--- src/rtl/audio_out.sv ---
// Mixes the FM stereo sample with a CPU-fed PCM FIFO stream (per-source volume, saturating)
// and serializes the result as a self-timed I2S stream at clk/512 per stereo frame.
module audio_out (
    input  logic        clk,
    input  logic        reset,
    input  logic [1:0]  bus_addr,
    input  logic [31:0] bus_wrdata,
    input  logic        bus_wren,
    output logic [31:0] bus_rddata,
    output logic        bus_wait,
    input  logic [15:0] fm_l,
    input  logic [15:0] fm_r,
    output logic        i2s_bclk,
    output logic        i2s_lrck,
    output logic        i2s_data
);
    localparam int unsigned DEPTH = 64;
    localparam int unsigned PTR_W = 6;
    localparam int unsigned CNT_W = 7;

    logic [2:0]       cnt_q, cnt_d;
    logic [5:0]       b_q, b_d;
    logic             bclk_q, bclk_d, lrck_q, lrck_d, data_q, data_d;
    logic [15:0]      vol_q, vol_d;
    logic             pcm_en_q, pcm_en_d, ovf_q, ovf_d, unf_q, unf_d;
    logic [PTR_W-1:0] wr_ptr_q, wr_ptr_d, rd_ptr_q, rd_ptr_d;
    logic [CNT_W-1:0] count_q, count_d;
    logic [15:0]      cap_fm_l_q, cap_fm_l_d, cap_fm_r_q, cap_fm_r_d;
    logic [15:0]      cap_pcm_l_q, cap_pcm_l_d, cap_pcm_r_q, cap_pcm_r_d;
    logic [15:0]      cap_vol_q, cap_vol_d;
    logic             mix_en_q, mix_en_d;
    logic [15:0]      mix_l_q, mix_l_d, mix_r_q, mix_r_d;
    logic [15:0]      tx_l_q, tx_l_d, tx_r_q, tx_r_d;
    logic [31:0]      mem_q [DEPTH];

    logic capture_c, wrap_c, fifo_wr_c, ctrl_wr_c, flush_c;
    logic empty_c, full_c, push_c, pop_c;
    logic [31:0] head_c;

    // Scale a signed sample by an unsigned volume where 128 is unity.
    function automatic logic signed [17:0] scale(input logic signed [15:0] s,
                                                 input logic [7:0] v);
        logic signed [24:0] p;
        p = 25'(s) * $signed({17'b0, v});
        return 18'(p >>> 7);
    endfunction

    function automatic logic [15:0] sat(input logic signed [18:0] x);
        if (x > 19'sd32767)
            return 16'h7FFF;
        else if (x < -19'sd32768)
            return 16'h8000;
        else
            return x[15:0];
    endfunction

    always_comb begin
        capture_c = (b_q == 6'd62) && (cnt_q == 3'd7);
        wrap_c    = (b_q == 6'd63) && (cnt_q == 3'd7);
        fifo_wr_c = bus_wren && (bus_addr == 2'd0);
        ctrl_wr_c = bus_wren && (bus_addr == 2'd2);
        flush_c   = ctrl_wr_c && bus_wrdata[3];
        empty_c   = (count_q == CNT_W'(0));
        full_c    = (count_q == CNT_W'(DEPTH));
        pop_c     = capture_c && pcm_en_q && !empty_c;
        push_c    = fifo_wr_c && (!full_c || pop_c);
        head_c    = mem_q[rd_ptr_q];
    end

    // Frame sequencer, FIFO bookkeeping, mix pipeline and I2S output registers.
    always_comb begin
        cnt_d       = cnt_q + 3'd1;
        b_d         = (cnt_q == 3'd7) ? b_q + 6'd1 : b_q;
        vol_d       = vol_q;
        pcm_en_d    = pcm_en_q;
        ovf_d       = ovf_q;
        unf_d       = unf_q;
        wr_ptr_d    = wr_ptr_q;
        rd_ptr_d    = rd_ptr_q;
        count_d     = count_q;
        cap_fm_l_d  = cap_fm_l_q;
        cap_fm_r_d  = cap_fm_r_q;
        cap_pcm_l_d = cap_pcm_l_q;
        cap_pcm_r_d = cap_pcm_r_q;
        cap_vol_d   = cap_vol_q;
        mix_en_d    = capture_c;
        mix_l_d     = mix_l_q;
        mix_r_d     = mix_r_q;
        tx_l_d      = tx_l_q;
        tx_r_d      = tx_r_q;

        if (bus_wren && (bus_addr == 2'd1))
            vol_d = bus_wrdata[15:0];
        if (ctrl_wr_c) begin
            pcm_en_d = bus_wrdata[0];
            if (bus_wrdata[1]) unf_d = 1'b0;
            if (bus_wrdata[2]) ovf_d = 1'b0;
        end
        if (fifo_wr_c && full_c && !pop_c)
            ovf_d = 1'b1;
        if (capture_c && pcm_en_q && empty_c)
            unf_d = 1'b1;

        if (flush_c) begin
            wr_ptr_d = '0;
            rd_ptr_d = '0;
            count_d  = '0;
        end else begin
            if (push_c) wr_ptr_d = wr_ptr_q + PTR_W'(1);
            if (pop_c)  rd_ptr_d = rd_ptr_q + PTR_W'(1);
            count_d = count_q + CNT_W'(push_c) - CNT_W'(pop_c);
        end

        if (capture_c) begin
            cap_fm_l_d  = fm_l;
            cap_fm_r_d  = fm_r;
            cap_pcm_l_d = pop_c ? head_c[31:16] : 16'h0000;
            cap_pcm_r_d = pop_c ? head_c[15:0]  : 16'h0000;
            cap_vol_d   = vol_q;
        end
        if (mix_en_q) begin
            mix_l_d = sat(19'(scale(cap_fm_l_q, cap_vol_q[15:8])) +
                          19'(scale(cap_pcm_l_q, cap_vol_q[7:0])));
            mix_r_d = sat(19'(scale(cap_fm_r_q, cap_vol_q[15:8])) +
                          19'(scale(cap_pcm_r_q, cap_vol_q[7:0])));
        end
        if (wrap_c) begin
            tx_l_d = mix_l_q;
            tx_r_d = mix_r_q;
        end

        // Outputs track the slot that starts on this edge so data moves on BCLK's falling edge.
        bclk_d = cnt_d[2];
        lrck_d = (b_d >= 6'd31) && (b_d <= 6'd62);
        case (b_d[5:4])
            2'd0:    data_d = tx_l_d[~b_d[3:0]];
            2'd2:    data_d = tx_r_d[~b_d[3:0]];
            default: data_d = 1'b0;
        endcase
    end

    always_ff @(posedge clk or posedge reset) begin
        if (reset) begin
            cnt_q       <= '0;
            b_q         <= '0;
            bclk_q      <= 1'b0;
            lrck_q      <= 1'b0;
            data_q      <= 1'b0;
            vol_q       <= 16'h8080;
            pcm_en_q    <= 1'b0;
            ovf_q       <= 1'b0;
            unf_q       <= 1'b0;
            wr_ptr_q    <= '0;
            rd_ptr_q    <= '0;
            count_q     <= '0;
            cap_fm_l_q  <= '0;
            cap_fm_r_q  <= '0;
            cap_pcm_l_q <= '0;
            cap_pcm_r_q <= '0;
            cap_vol_q   <= '0;
            mix_en_q    <= 1'b0;
            mix_l_q     <= '0;
            mix_r_q     <= '0;
            tx_l_q      <= '0;
            tx_r_q      <= '0;
        end else begin
            cnt_q       <= cnt_d;
            b_q         <= b_d;
            bclk_q      <= bclk_d;
            lrck_q      <= lrck_d;
            data_q      <= data_d;
            vol_q       <= vol_d;
            pcm_en_q    <= pcm_en_d;
            ovf_q       <= ovf_d;
            unf_q       <= unf_d;
            wr_ptr_q    <= wr_ptr_d;
            rd_ptr_q    <= rd_ptr_d;
            count_q     <= count_d;
            cap_fm_l_q  <= cap_fm_l_d;
            cap_fm_r_q  <= cap_fm_r_d;
            cap_pcm_l_q <= cap_pcm_l_d;
            cap_pcm_r_q <= cap_pcm_r_d;
            cap_vol_q   <= cap_vol_d;
            mix_en_q    <= mix_en_d;
            mix_l_q     <= mix_l_d;
            mix_r_q     <= mix_r_d;
            tx_l_q      <= tx_l_d;
            tx_r_q      <= tx_r_d;
        end
    end

    // FIFO storage carries no reset; occupancy lives in count_q.
    always_ff @(posedge clk) begin
        if (push_c)
            mem_q[wr_ptr_q] <= bus_wrdata;
    end

    always_comb begin
        bus_rddata = 32'h0;
        case (bus_addr)
            2'd0:    bus_rddata = {16'h0, ovf_q, unf_q, full_c, empty_c, 5'b0, count_q};
            2'd1:    bus_rddata = {16'h0, vol_q};
            2'd2:    bus_rddata = {29'h0, ovf_q, unf_q, pcm_en_q};
            default: bus_rddata = 32'h0;
        endcase
    end

    assign bus_wait = 1'b0;
    assign i2s_bclk = bclk_q;
    assign i2s_lrck = lrck_q;
    assign i2s_data = data_q;
endmodule
--- config.mk ---
export PLATFORM = sky130hd
export DESIGN_NAME = audio_out
export DESIGN_NICKNAME = d
export VERILOG_FILES = /design/src/rtl/audio_out.sv
export SDC_FILE = /design/constraint.sdc
export NUM_CORES = 2
export LEC_CHECK = 0
export BUFFER_PORTS_ARGS = -buffer_cell sky130_fd_sc_hd__buf_2
export CAP_MARGIN = 20
export CORE_ASPECT_RATIO = 1.2
export CORE_MARGIN = 8
export CORE_UTILIZATION = 55
export DETAILED_ROUTE_END_ITERATION = 8
export PLACE_DENSITY = 0.73
export SLEW_MARGIN = 20
export SYNTH_ARGS = -nofsm -noshare
export SYNTH_HDL_FRONTEND = slang
export SYNTH_SLANG_ARGS = --single-unit
--- constraint.sdc ---
create_clock -name clk -period 16.8 [get_ports clk]
set_input_delay 0.84 -clock clk [delete_from_list [all_inputs] [get_ports clk]]
set_output_delay 0.84 -clock clk [all_outputs]
set_load 0.005 [all_outputs]
==> out/metrics.yaml <==
detailed_routing:
  ant_nets: 0
  drt-vias-per-instance: 6.14
  routed_wirelength_um: 246000
  drc: 0
  routedWlPerCell_um: 28.2
  vias: 53600
  dr.pass1.iters: 7
  drt_iter0_markers: 5013
timing:
  min_period_ns: 8.11
  slew_headroom_pct: 24.2
  timing.fmax_mhz: 123
  fin_hold_ws_ns: 0.0988
  period_share_pct: 48.3
  tns_ns: 0
  tightest_slew_ns: 1.14
  fin_skew_ns: 0.0612
  slew_viol_final: 0
  setup_viol: 0
  hold_violations: 0
  rsz0062_at_grt: "no"
clock_network:
  cts_resized: 0
  insertion_delay_ns: 0.87
  cts_inserted_buffers: 208
  holdBufCountCts: 0
  cts_tree: "built"
  clockRootBuffer: "clkbuf_16"
  path_clk_slew_ns: 0.07
  htreeDepth: 4
  postCtsSetupRepairBufs: 0
  cts.sinks: 2242
  cts.path.max_buffers: 3
grt:
  grt_pass1_wl_um: 369000
  grtUsageTotal_pct: 24.1
  antenna_found_initial: 17
  grt_max_degree: 155
  grt_overflow_total: 0
  grt_pass1_vias: 56400
run_status:
  status: "completed"
power_and_ir_drop:
  worst_ir_drop_vdd_mv: 0.121
  powerDensity_nw_per_um2: 101
  power_leakage_uw: 0.0416
synthesis:
  synthCells: 5948
  synthFlopType: "edfxtp_1"
  synth-async-reset-ratio_pct: 8.65
  synth_seq_cells: 2242
  synth_area_leaders: "edfxtp_1 (59%), mux4_2 (14%), fa_1 (7.8%), dfrtp_1 (4.6%), ha_1 (2.8%)"
  synth.top_cell.area_share_pct: 58.7
  synthesis.area_um2: 105000
  avgSynthCellArea_um2: 17.6
  ys_seq_area_share_pct: 63.3
  yosys_warnings: 0
  synth_area_leader_cell: "edfxtp_1"
  synth_edf_count: 2048
  synth.distinct_cells: 69
placement:
  dp.cells: 8334
  dp_hpwl_um: 148000
  routabilityCongestion: 0.859
  io_buffer_count: 87
worst_setup_path:
  cpMostUsedCell: "fa_1"
  cp-start-kind: "flip-flop"
  cp_max_fo: 17
  end_kind: "flip-flop"
  cpMaxStageDelayCell: "dfrtp_1"
  slowest_delay_ns: 0.78
  path_class: "reg2reg"
  critPathArrivalTime_ns: 8.85
  required_ns: 17.54
floorplanning:
  rows: 175
  core_area_um2: 189000
  die_h_um: 494
  die_x_um: 414
  start_util_pct: 55.3
  num_io_pins: 105
  die_area_um2: 205000
cells_and_area:
  final_cells: 8728
  layout_common_cells: "edfxtp_1 (2048), mux4_2 (674), inv_1 (556)"
  largest_register: "mem_q"
  largest_reg_flops: 2048
  nFillCells: 13200
  layout_commonest_cell: "edfxtp_1"
  drive_gt1_share_pct: 21.6
  area_growth_syn_to_layout_pct: 10.4
  fin_util_pct: 61.1
  final_nets: 6778
hold_path:
  worstHoldPathType: "in2async"
job:
  maxCapViolCount: 0
## area by class of cell
class | count | area, um^2 | share of cell area [%]
Clock inverter | 148 | 1660 | 1.44
Sequential cell | 2242 | 66400 | 57.4
Timing Repair Buffer | 203 | 1400 | 1.21
Multi-Input combinational cell | 2854 | 35600 | 30.8
Inverter | 558 | 2100 | 1.82
Clock buffer | 242 | 5400 | 4.67
Tap cell | 2478 | 3100 | 2.68
Antenna cell | 3 | 7.51 | 0.00649
## cell families after synthesis
| logic type | after synthesis | synth area share [%] |
|---|---|---|
| xor gates and xnor gates | 124 | 1.04 |
| DFF | 2242 | 63.3 |
| buffers and inverters | 868 | 3.24 |
| AOI/OAI and AO/OA | 300 | 2.05 |
| and+or+nand+nor | 1035 | 4.64 |
| other | 1 | 0.00358 |
| muxes | 736 | 15.1 |
| adders and majority gates | 642 | 10.6 |
## where the power goes
group | switching [uW] | internal (uW)
Clock | 2100 | 2750
Combinational | 376 | 267
Sequential | 46.0 | 6130
## worst max-delay path, delay by kind of cell, from the launching register on
kind | cells | cell delay (ns)
and+or+nand+nor | 5 | 1.46
xor gates and xnor gates | 2 | 0.34
DFF | 1 | 0.78
buffers and inverters | 3 | 0.59
AOI/OAI and AO/OA | 11 | 2.24
adders and majority gates | 6 | 2.60
## metal layers
metal	part of all wire, %	routed length (um)	up-vias	track usage, %
li1	-	-	22500	-
met4	2.9	7110	8	6.68
met5	0.022	54	-	0
met2	52	129000	2201	42.7
met1	38	93100	28400	31.5
met3	6.8	16800	411	3.45
## path summary, 6_finish.rpt
check | from | end | slack (ns) | cells past startpoint
max | cap_vol_q[13] | mix_r_q[3] | 8.69 | 27
min | reset | cap_fm_r_q[15] | 0.1 | 2
max reg2reg | cap_vol_q[13] | mix_r_q[3] | 8.69 | 27
min reg2reg | cnt_q[0] | cnt_q[0] | 0.43 | 1
max in group asynchronous | reset | rd_ptr_q[1] | 14.53 | 4
min in group clk | fm_r[15] | cap_fm_r_q[15] | 0.18 | 3
## cells in the mapped netlist, types with 14 or more instances
master	count
mux2_2	46
nand3_1	21
inv_1	558
dfrtp_1	192
ha_1	235
xnor2_1	86
o21a_1	14
xor2_1	38
a21o_1	33
buf_2	42
nor3_1	29
nor2b_1	19
a21oi_1	69
edfxtp_1	2048
a221o_1	27
o21ai_0	43
buf_1	43
or3_1	19
fa_1	407
nand2_1	447
mux4_2	674
a22o_1	32
clkbuf_1	204
buf_4	20
nor2_1	188
and2_1	253
## stage by stage
| step | area (um^2) | setup WS (ns) | power, uW |
|---|---|---|---|
| floorplan | 105000 | 9.61 | 6670 |
| global placement | 109000 | 8.87 | 6920 |
| detailed placement | 109000 | 8.78 | 6940 |
| CTS | 116000 | 8.70 | 11800 |
| global route | 116000 | 8.20 | 12000 |
| finish | 116000 | 8.69 | 11700 |
No activity file was read; power rests on OpenSTA's default activity.
